### src/rtl/pc_redirect_if.sv
// Fetch-side bundle of the PC redirect controller: the redirect request from
// execute, the instruction-memory request handshake, and the decode-facing status.
interface pc_redirect_if #(
   parameter int XLEN = 32
);
   logic            redir_valid;
   logic [XLEN-1:0] redir_target;
   logic            imem_req_valid;
   logic            imem_req_ready;
   logic [XLEN-1:0] imem_addr;
   logic [XLEN-1:0] fetch_pc;
   logic            kill;
   logic            misalign;
   logic [31:0]     redir_count;

   // Producer/environment side: issues redirects and answers the fetch request.
   modport master (
      output redir_valid,
      output redir_target,
      output imem_req_ready,
      input  imem_req_valid,
      input  imem_addr,
      input  fetch_pc,
      input  kill,
      input  misalign,
      input  redir_count
   );

   // Controller side: owns the fetch PC and drives the imem request.
   modport slave (
      input  redir_valid,
      input  redir_target,
      input  imem_req_ready,
      output imem_req_valid,
      output imem_addr,
      output fetch_pc,
      output kill,
      output misalign,
      output redir_count
   );
endinterface

### src/rtl/pc_redirect_ctrl.sv
// Fetch PC owner for the 3-stage core: sequential fetch, redirect bypass/hold, kill pulses.
// Optional redirect statistics counter is built when PC_REDIRECT_STATS_EN is defined.
module pc_redirect_ctrl #(
   parameter int              XLEN        = 32,
   parameter logic [XLEN-1:0] RESET_PC    = XLEN'(32'h4000_0000),
   parameter int              KILL_CYCLES = 1
) (
   input  logic         clk,
   input  logic         rst,
   input  logic         stall,
   pc_redirect_if.slave bus
);

   typedef enum logic [1:0] {
      ST_BOOT = 2'd0,
      ST_RUN  = 2'd1,
      ST_PEND = 2'd2
   } state_t;

   localparam logic [1:0] KILL_LOAD = 2'(KILL_CYCLES);

   state_t          state_q;
   state_t          state_d;
   logic [XLEN-1:0] pc_q;
   logic [XLEN-1:0] fetch_pc_q;
   logic [XLEN-1:0] pend_target_q;
   logic [1:0]      kill_cnt_q;
   logic            misalign_q;

   logic            redir_acc;
   logic            req_valid;
   logic            req_fire;
   logic [XLEN-1:0] req_addr;
   logic [XLEN-1:0] eff_target;

   function automatic logic [XLEN-1:0] align_target(input logic [XLEN-1:0] t);
      return t & ~XLEN'(3);
   endfunction

   function automatic logic [XLEN-1:0] next_seq(input logic [XLEN-1:0] a);
      return a + XLEN'(4);
   endfunction

   assign eff_target = align_target(bus.redir_target);

   // A fresh redirect always takes priority for the address so it is visible
   // the same cycle it arrives and stays stable while it waits in PEND.
   always_comb begin
      state_d   = state_q;
      redir_acc = 1'b0;
      req_valid = 1'b0;
      req_fire  = 1'b0;
      req_addr  = pc_q;
      case (state_q)
         ST_BOOT: begin
            state_d = ST_RUN;
         end
         ST_RUN, ST_PEND: begin
            redir_acc = bus.redir_valid;
            req_valid = !stall;
            if (redir_acc) begin
               req_addr = eff_target;
            end else if (state_q == ST_PEND) begin
               req_addr = pend_target_q;
            end else begin
               req_addr = pc_q;
            end
            req_fire = req_valid && bus.imem_req_ready;
            if (req_fire) begin
               state_d = ST_RUN;
            end else if (redir_acc) begin
               state_d = ST_PEND;
            end
         end
         default: begin
            state_d = ST_BOOT;
         end
      endcase
   end

   always_ff @(posedge clk) begin
      if (rst) begin
         state_q <= ST_BOOT;
      end else begin
         state_q <= state_d;
      end
   end

   always_ff @(posedge clk) begin
      if (rst) begin
         pc_q       <= RESET_PC;
         fetch_pc_q <= RESET_PC;
      end else if (req_fire) begin
         fetch_pc_q <= req_addr;
         pc_q       <= next_seq(req_addr);
      end
   end

   // Youngest redirect wins while waiting for the fetch port.
   always_ff @(posedge clk) begin
      if (!rst && redir_acc) begin
         pend_target_q <= eff_target;
      end
   end

   always_ff @(posedge clk) begin
      if (rst) begin
         kill_cnt_q <= 2'd0;
         misalign_q <= 1'b0;
      end else begin
         misalign_q <= redir_acc && bus.redir_target[1];
         if (redir_acc) begin
            kill_cnt_q <= KILL_LOAD;
         end else if (!stall && kill_cnt_q != 2'd0) begin
            kill_cnt_q <= kill_cnt_q - 2'd1;
         end
      end
   end

`ifdef PC_REDIRECT_STATS_EN
   logic [31:0] redir_count_q;

   always_ff @(posedge clk) begin
      if (rst) begin
         redir_count_q <= 32'd0;
      end else if (redir_acc) begin
         redir_count_q <= redir_count_q + 32'd1;
      end
   end

   assign bus.redir_count = redir_count_q;
`else
   assign bus.redir_count = 32'd0;
`endif

   assign bus.imem_req_valid = req_valid;
   assign bus.imem_addr      = req_addr;
   assign bus.fetch_pc       = fetch_pc_q;
   assign bus.kill           = (kill_cnt_q != 2'd0);
   assign bus.misalign       = misalign_q;

endmodule

### src/flat_wrapper.sv
// flat-port wrapper written by rule: the top's interface ports become plain ports
module pc_redirect_ctrl_flat 
#(
   parameter int              XLEN        = 32,
   parameter logic [XLEN-1:0] RESET_PC    = XLEN'(32'h4000_0000),
   parameter int              KILL_CYCLES = 1
)
  (clk, rst, stall, bus_redir_valid, bus_redir_target, bus_imem_req_ready, bus_imem_req_valid, bus_imem_addr, bus_fetch_pc, bus_kill, bus_misalign, bus_redir_count);
  pc_redirect_if #(.XLEN(XLEN)) bus_i ();
  input  logic clk;
  input  logic rst;
  input  logic stall;
  input wire logic [$bits(bus_i.redir_valid)-1:0] bus_redir_valid;
  input wire logic [$bits(bus_i.redir_target)-1:0] bus_redir_target;
  input wire logic [$bits(bus_i.imem_req_ready)-1:0] bus_imem_req_ready;
  output wire logic [$bits(bus_i.imem_req_valid)-1:0] bus_imem_req_valid;
  output wire logic [$bits(bus_i.imem_addr)-1:0] bus_imem_addr;
  output wire logic [$bits(bus_i.fetch_pc)-1:0] bus_fetch_pc;
  output wire logic [$bits(bus_i.kill)-1:0] bus_kill;
  output wire logic [$bits(bus_i.misalign)-1:0] bus_misalign;
  output wire logic [$bits(bus_i.redir_count)-1:0] bus_redir_count;
  assign bus_i.redir_valid = bus_redir_valid;
  assign bus_i.redir_target = bus_redir_target;
  assign bus_i.imem_req_ready = bus_imem_req_ready;
  assign bus_imem_req_valid = bus_i.imem_req_valid;
  assign bus_imem_addr = bus_i.imem_addr;
  assign bus_fetch_pc = bus_i.fetch_pc;
  assign bus_kill = bus_i.kill;
  assign bus_misalign = bus_i.misalign;
  assign bus_redir_count = bus_i.redir_count;
  pc_redirect_ctrl #(.XLEN(XLEN), .RESET_PC(RESET_PC), .KILL_CYCLES(KILL_CYCLES)) u_core (.clk(clk), .rst(rst), .stall(stall), .bus(bus_i));
endmodule
### config.mk
export PLATFORM = sky130hd
export DESIGN_NAME = pc_redirect_ctrl_flat
export DESIGN_NICKNAME = d
export VERILOG_FILES = /design/src/rtl/pc_redirect_if.sv /design/src/rtl/pc_redirect_ctrl.sv /design/src/flat_wrapper.sv
export SDC_FILE = /design/constraint.sdc
export NUM_CORES = 1
export LEC_CHECK = 0
export BUFFER_PORTS_ARGS = -buffer_cell sky130_fd_sc_hd__buf_4
export CAP_MARGIN = 30
export CORE_MARGIN = 2
export CORE_UTILIZATION = 55
export CTS_BUF_LIST = sky130_fd_sc_hd__clkbuf_8
export CTS_CLUSTER_SIZE = 16
export DETAILED_ROUTE_END_ITERATION = 10
export PLACE_DENSITY = 0.83
export SLEW_MARGIN = 20
export SYNTH_ARGS = -nofsm -noshare
export SYNTH_HDL_FRONTEND = slang
export SYNTH_SLANG_ARGS = --single-unit
### constraint.sdc
create_clock -name clk -period 4.1 [get_ports clk]
set_clock_uncertainty 0.05 [all_clocks]
set_input_delay 0.615 -clock clk [delete_from_list [all_inputs] [get_ports clk]]
set_output_delay 0.615 -clock clk [all_outputs]
set_load 0.05 [all_outputs]
* After elaboration in Yosys (flattened, before gate mapping)
Cells that the tools add are included.
Word-level totals: output and inout bits 99, word-level logic and storage cells 34, bits of input ports 37, register bits 99
Cells by class: reductions and logical operators 11, multiplexer cells 11, eq/ne operators 3, add/sub/neg operators 2
Operator list (number):
- $mux W32 | 3
- $add A32 B3 Y32 const B | 1
- $mux W1 | 5
- $logic_and A1 B1 Y1 | 4
- $mux W2 | 2
- $pmux W2 S2 | 1
- $reduce_bool A2 Y1 | 2
- $reduce_or A2 Y1 | 2
- $ne A3 B2 Y1 const B | 1
- $eq A2 B1 Y1 const B | 1
- $eq A2 B2 Y1 const B | 1
- $logic_not A1 Y1 | 2
- $logic_not A2 Y1 | 1
- $sub A2 B1 Y2 const B | 1

* Longest topological paths before layout
word-level depth 5, mapped depth 13, gate-level depth less buffers 9

* Worst setup path before layout
No wires, ideal clock.
path kind register to register, start reg u_core.state_q[1], end reg u_core.pc_q[30], buffers on the path 4, setup slack 0.635 ns, arrival time 3.336 ns, setup time 0.079 ns, period minus slack after synthesis 3.465 ns, stages on the path, launching flop included 13, data required time 3.971 ns, cell sequence dfxtp_1 -> inv_1 -> ha_1 -> buf_6 -> o21a_4 -> buf_8 -> buf_12 -> buf_4 -> nor2_1 -> a21oi_1 -> or3b_2 -> or4_1 -> o211ai_1
On the way: word-level cells in the longest chain between the ends 5, elaborated cells between the ends (all ways) 8, classes of those cells add/sub (1); eq/ne (2); mux (4); reduce/logical (1)
RTL lines:
- start, declared | line pc_redirect_ctrl.sv:22 | state_t state_q;
- start signal, assigned | line pc_redirect_ctrl.sv:85 | state_q <= state_d;
- $eq A2 B2 Y1 | line pc_redirect_ctrl.sv:54, pc_redirect_ctrl.sv:63
- $mux W32 | line pc_redirect_ctrl.sv:63 | end else if (state_q == ST_PEND) begin
- $mux W32 | line pc_redirect_ctrl.sv:61 | if (redir_acc) begin
- $mux W32 * | line pc_redirect_ctrl.sv:54 | case (state_q)
- via bus_imem_addr[29] | line flat_wrapper.sv:17 | output wire logic [$bits(bus_i.imem_addr)-1:0] bus_imem_addr;
- $add A32 B3 Y32 * | line pc_redirect_ctrl.sv:41 | return a + XLEN'(4);
- end signal, assigned | line pc_redirect_ctrl.sv:95 | pc_q <= next_seq(req_addr);
- end, declared | line pc_redirect_ctrl.sv:24 | logic [XLEN-1:0] pc_q;
The timed path passes the listed nets; every way through them passes the cells marked *. A chain may end at the register's enable or synchronous reset.

* Final worst setup path
start reg u_core.state_q[0], end reg u_core.pc_q[28]
On the way: word-level cells in the longest chain between the ends 5, elaborated cells between the ends (all ways) 8, classes of those cells add/sub (1); eq/ne (2); mux (4); reduce/logical (1)
RTL lines (line):
- $eq A2 B2 Y1 | pc_redirect_ctrl.sv:54, pc_redirect_ctrl.sv:63
- $mux W32 | pc_redirect_ctrl.sv:63
- $mux W32 | pc_redirect_ctrl.sv:61
- $mux W32 | pc_redirect_ctrl.sv:54
- $add A32 B3 Y32 | pc_redirect_ctrl.sv:41
Several ways; a longest one is shown, not always the timed one.

==> flow_metrics.py <==
metrics = {
    "status": {
        "outcome": "finished clean",
    },
    "clock_tree": {
        "cts.repair.resized": 0,
        "clock_latency_ns": 0.36,
        "cts_tree": "yes",
        "postCtsSetupBuffers": 0,
        "cts-root-buf": "clkbuf_8",
        "cts_buffer_depth": 2,
        "cts_made_buffers": 9,
        "clk_pin_slew_ns": 0.10,
        "htree_levels": 3,
        "clock-sinks": 97,
        "cts_hold_buffers": 0,
    },
    "yosys": {
        "yosysTopAreaCellShare": 0.260,
        "synthTopCellsByArea": "dfxtp_1, edfxtp_1, buf_4",
        "synth-simple-area-share": 0.236,
        "yosysMostFrequentCell": "dfxtp_1",
        "netlist_area_sq_mm": 0.00516,
        "synth-seq-area-share": 0.434,
        "syn_area_per_cell_sq_um": 9.58,
        "synth_cells": 539,
        "synth_xor_xnor_area_share": 0.0221,
        "ys.flop_type": "dfxtp_1",
        "ys.warnings.count": 0,
        "synthAdderAreaFrac": 0.0121,
        "synthArstFlopShare": 0,
        "synth_compound_gate_area_share": 0.182,
        "synth_cell_types": 70,
        "synthTopCellsByCount": "dfxtp_1, nor2_1, nand2_1, buf_4, a21oi_1",
        "synth_top_family_by_area": "simple AND/OR/NAND/NOR gates",
        "muxShareOfSynthArea": 0,
        "synth_area_leader_cell": "dfxtp_1",
        "synth-edff-count": 30,
        "synth_seq_cells": 97,
    },
    "worst_setup_path": {
        "criticalPathCategory": "register to register",
        "worst_path_max_delay_cell": "or4_1",
        "crit_fanout": 30,
        "cpMostUsedCell": "ha_1",
        "endpoint_kind": "register",
        "crit_chain": "inv_1 > ha_1 > buf_4 > nand2_4 > o221a_2 > ha_1 > o211a_1 > nand4_2 > or4_1 > a311oi_1",
        "cpPeakStageDelay_ns": 0.58,
        "required_ns": 4.33,
        "critPathLaunchType": "register",
        "arrival_ns": 3.87,
    },
    "timing": {
        "tns_ns": 0,
        "worst_slew_pin_slew_ns": 0.718,
        "max-slew-margin-rel": 0.521,
        "fmax_mhz": 275,
        "timing.final.crit_share": 0.887,
        "finalMaxSlewViolations": 0,
        "finalHoldViolCount": 0,
        "rsz0062_at_grt": "false",
        "period_needed_ns": 3.64,
        "final.setup.worst_slack_ns": 0.463,
        "setup_violations": 0,
    },
    "cells_and_area": {
        "fin_area_sq_mm": 0.00597,
        "nets": 662,
        "stdcell_count": 736,
        "syn_to_final_growth_pct": 15.8,
        "drive_gt1_frac": 0.259,
        "antenna_cells": 0,
    },
    "place": {
        "dp_worst_setup_slack_ns": 0.522,
        "hpwlAfterDp_mm": 9.30,
        "gp_congestion": 0.878,
        "portBuffers": 102,
        "dp.cells": 720,
        "detailed_place.area_sq_mm": 0.00578,
    },
    "floorplanning": {
        "pin_count": 136,
        "die_w_microns": 101,
        "coreArea_sq_mm": 0.00915,
        "design.die.area_sq_mm": 0.0102,
        "rows": 35,
        "fp.dieH_microns": 101,
        "start_util": 0.564,
    },
    "drt": {
        "wl_met2_mm": 5.62,
        "wl_met3_mm": 1.11,
        "drtAntennaViolNets": 0,
        "top_layer": "met4",
        "via_per_inst": 5.89,
        "drtIter0Drc": 318,
        "drt_wl_total_mm": 12.8,
        "vias": 4336,
        "drc": 0,
        "wl_met1_mm": 5.79,
        "firstDrtPassIters": 5,
        "wl_per_cell_microns": 17.4,
    },
    "global_route": {
        "grt_pass1_vias": 3929,
        "grt_pass1_wl_mm": 20.2,
        "antenna_found_initial": 0,
        "grt_overflow": 0,
        "track_usage": 0.255,
        "grt_max_degree": 70,
    },
    "min_path": {
        "hp-class": "primary input to register",
    },
    "run": {
        "cap_violations": 0,
    },
    "power_and_ir_drop": {
        "irDropWorstVdd_v": 0.000331,
        "power.density_mw_per_mm2": 455,
        "leakagePower_uw": 0.00236,
    },
}
metal layers:
layer / vias to the layer above / global-route usage
met5: - / 0
met4: 0 / 0.0917
met3: 21 / 0.0499
met2: 208 / 0.379
met1: 2040 / 0.370
li1: 2067 / -
through the flow:
step                       util  power, uW  hold WS [ns]
after floorplan               -       1880         0.387
after global placement    0.632       2090         0.395
after detailed placement  0.632       2100         0.398
after CTS                 0.653       2710         0.375
after global routing      0.653       2820         0.367
final                     0.653       2720         0.380
worst paths after layout:
path	to	slack (ns)	startpoint	depth (start not counted)
hold / removal	u_core.pend_target_q[4]	0.38	bus_redir_target[4]	1
setup / recovery	u_core.pc_q[28]	0.46	u_core.state_q[0]	10
hold reg to reg	u_core.bus.fetch_pc[29]	0.41	u_core.bus.fetch_pc[29]	2
setup reg to reg	u_core.pc_q[28]	0.46	u_core.state_q[0]	10
worst max-delay path, delay by kind of cell, from the launching register on:
family / cells / cell delay (ns)
AO/OA/AOI/OAI: 3 / 0.89
AND/OR/NAND/NOR: 3 / 1.17
adder cells (fa/ha/maj): 2 / 0.65
buffers and inverters: 2 / 0.38
flip-flops: 1 / 0.39
sequential cells by signal (all words and copies together), names as in the netlist:
name / flops
u_core.bus.fetch_pc: 32
u_core.pc_q: 30
u_core.pend_target_q: 30
u_core.kill_cnt_q: 2
u_core.state_q: 2
u_core.bus.misalign: 1
cell type report:
type | instances | area, sq um
inverter | 23 | 86.3
fill | 750 | 3180
timing repair buffer | 114 | 856
clock inverter | 7 | 70.1
multi-input combinational | 375 | 2460
tap | 111 | 139
sequential | 97 | 2240
clock buffer | 9 | 124
report_power, final:
group | switching, uW | internal (uW) | total [uW] | leakage (uW)
Sequential | 32.2 | 1050 | 1080 | 0.000817
Clock | 341 | 283 | 623 | 0.000105
Combinational | 714 | 296 | 1010 | 0.00144
cells by family (layout without fill, tap and decap cells):
kind of cell | count (synthesis) | count (layout)
buf+inv | 98 | 153
other cells | 1 | 32
flops | 97 | 97
compound gates | 117 | 117
fa+ha+maj | 5 | 5
xor+xnor | 13 | 13
simple gates | 208 | 208
layout by cell type (no fill, tap or decap), types with 3 or more instances in the layout:
cell,count
a211oi_1,13
a21oi_1,36
a22o_1,5
a311oi_1,10
and2_1,14
and3b_1,3
buf_4,114
clkbuf_8,9
conb_1,32
dfxtp_1,67
edfxtp_1,30
ha_1,5
inv_1,21
inv_2,3
nand2_1,52
nand3_1,7
nand4_1,6
nand4bb_1,14
nor2_1,56
nor2b_1,5
nor3_1,7
nor4_1,5
o211a_1,3
o21ai_0,3
o221a_2,6
o221ai_1,7
o221ai_2,6
o31ai_1,8
or4_1,9
or4bb_1,7
xnor2_1,10
xor2_1,3
Power figures use the tool's default switching activity.
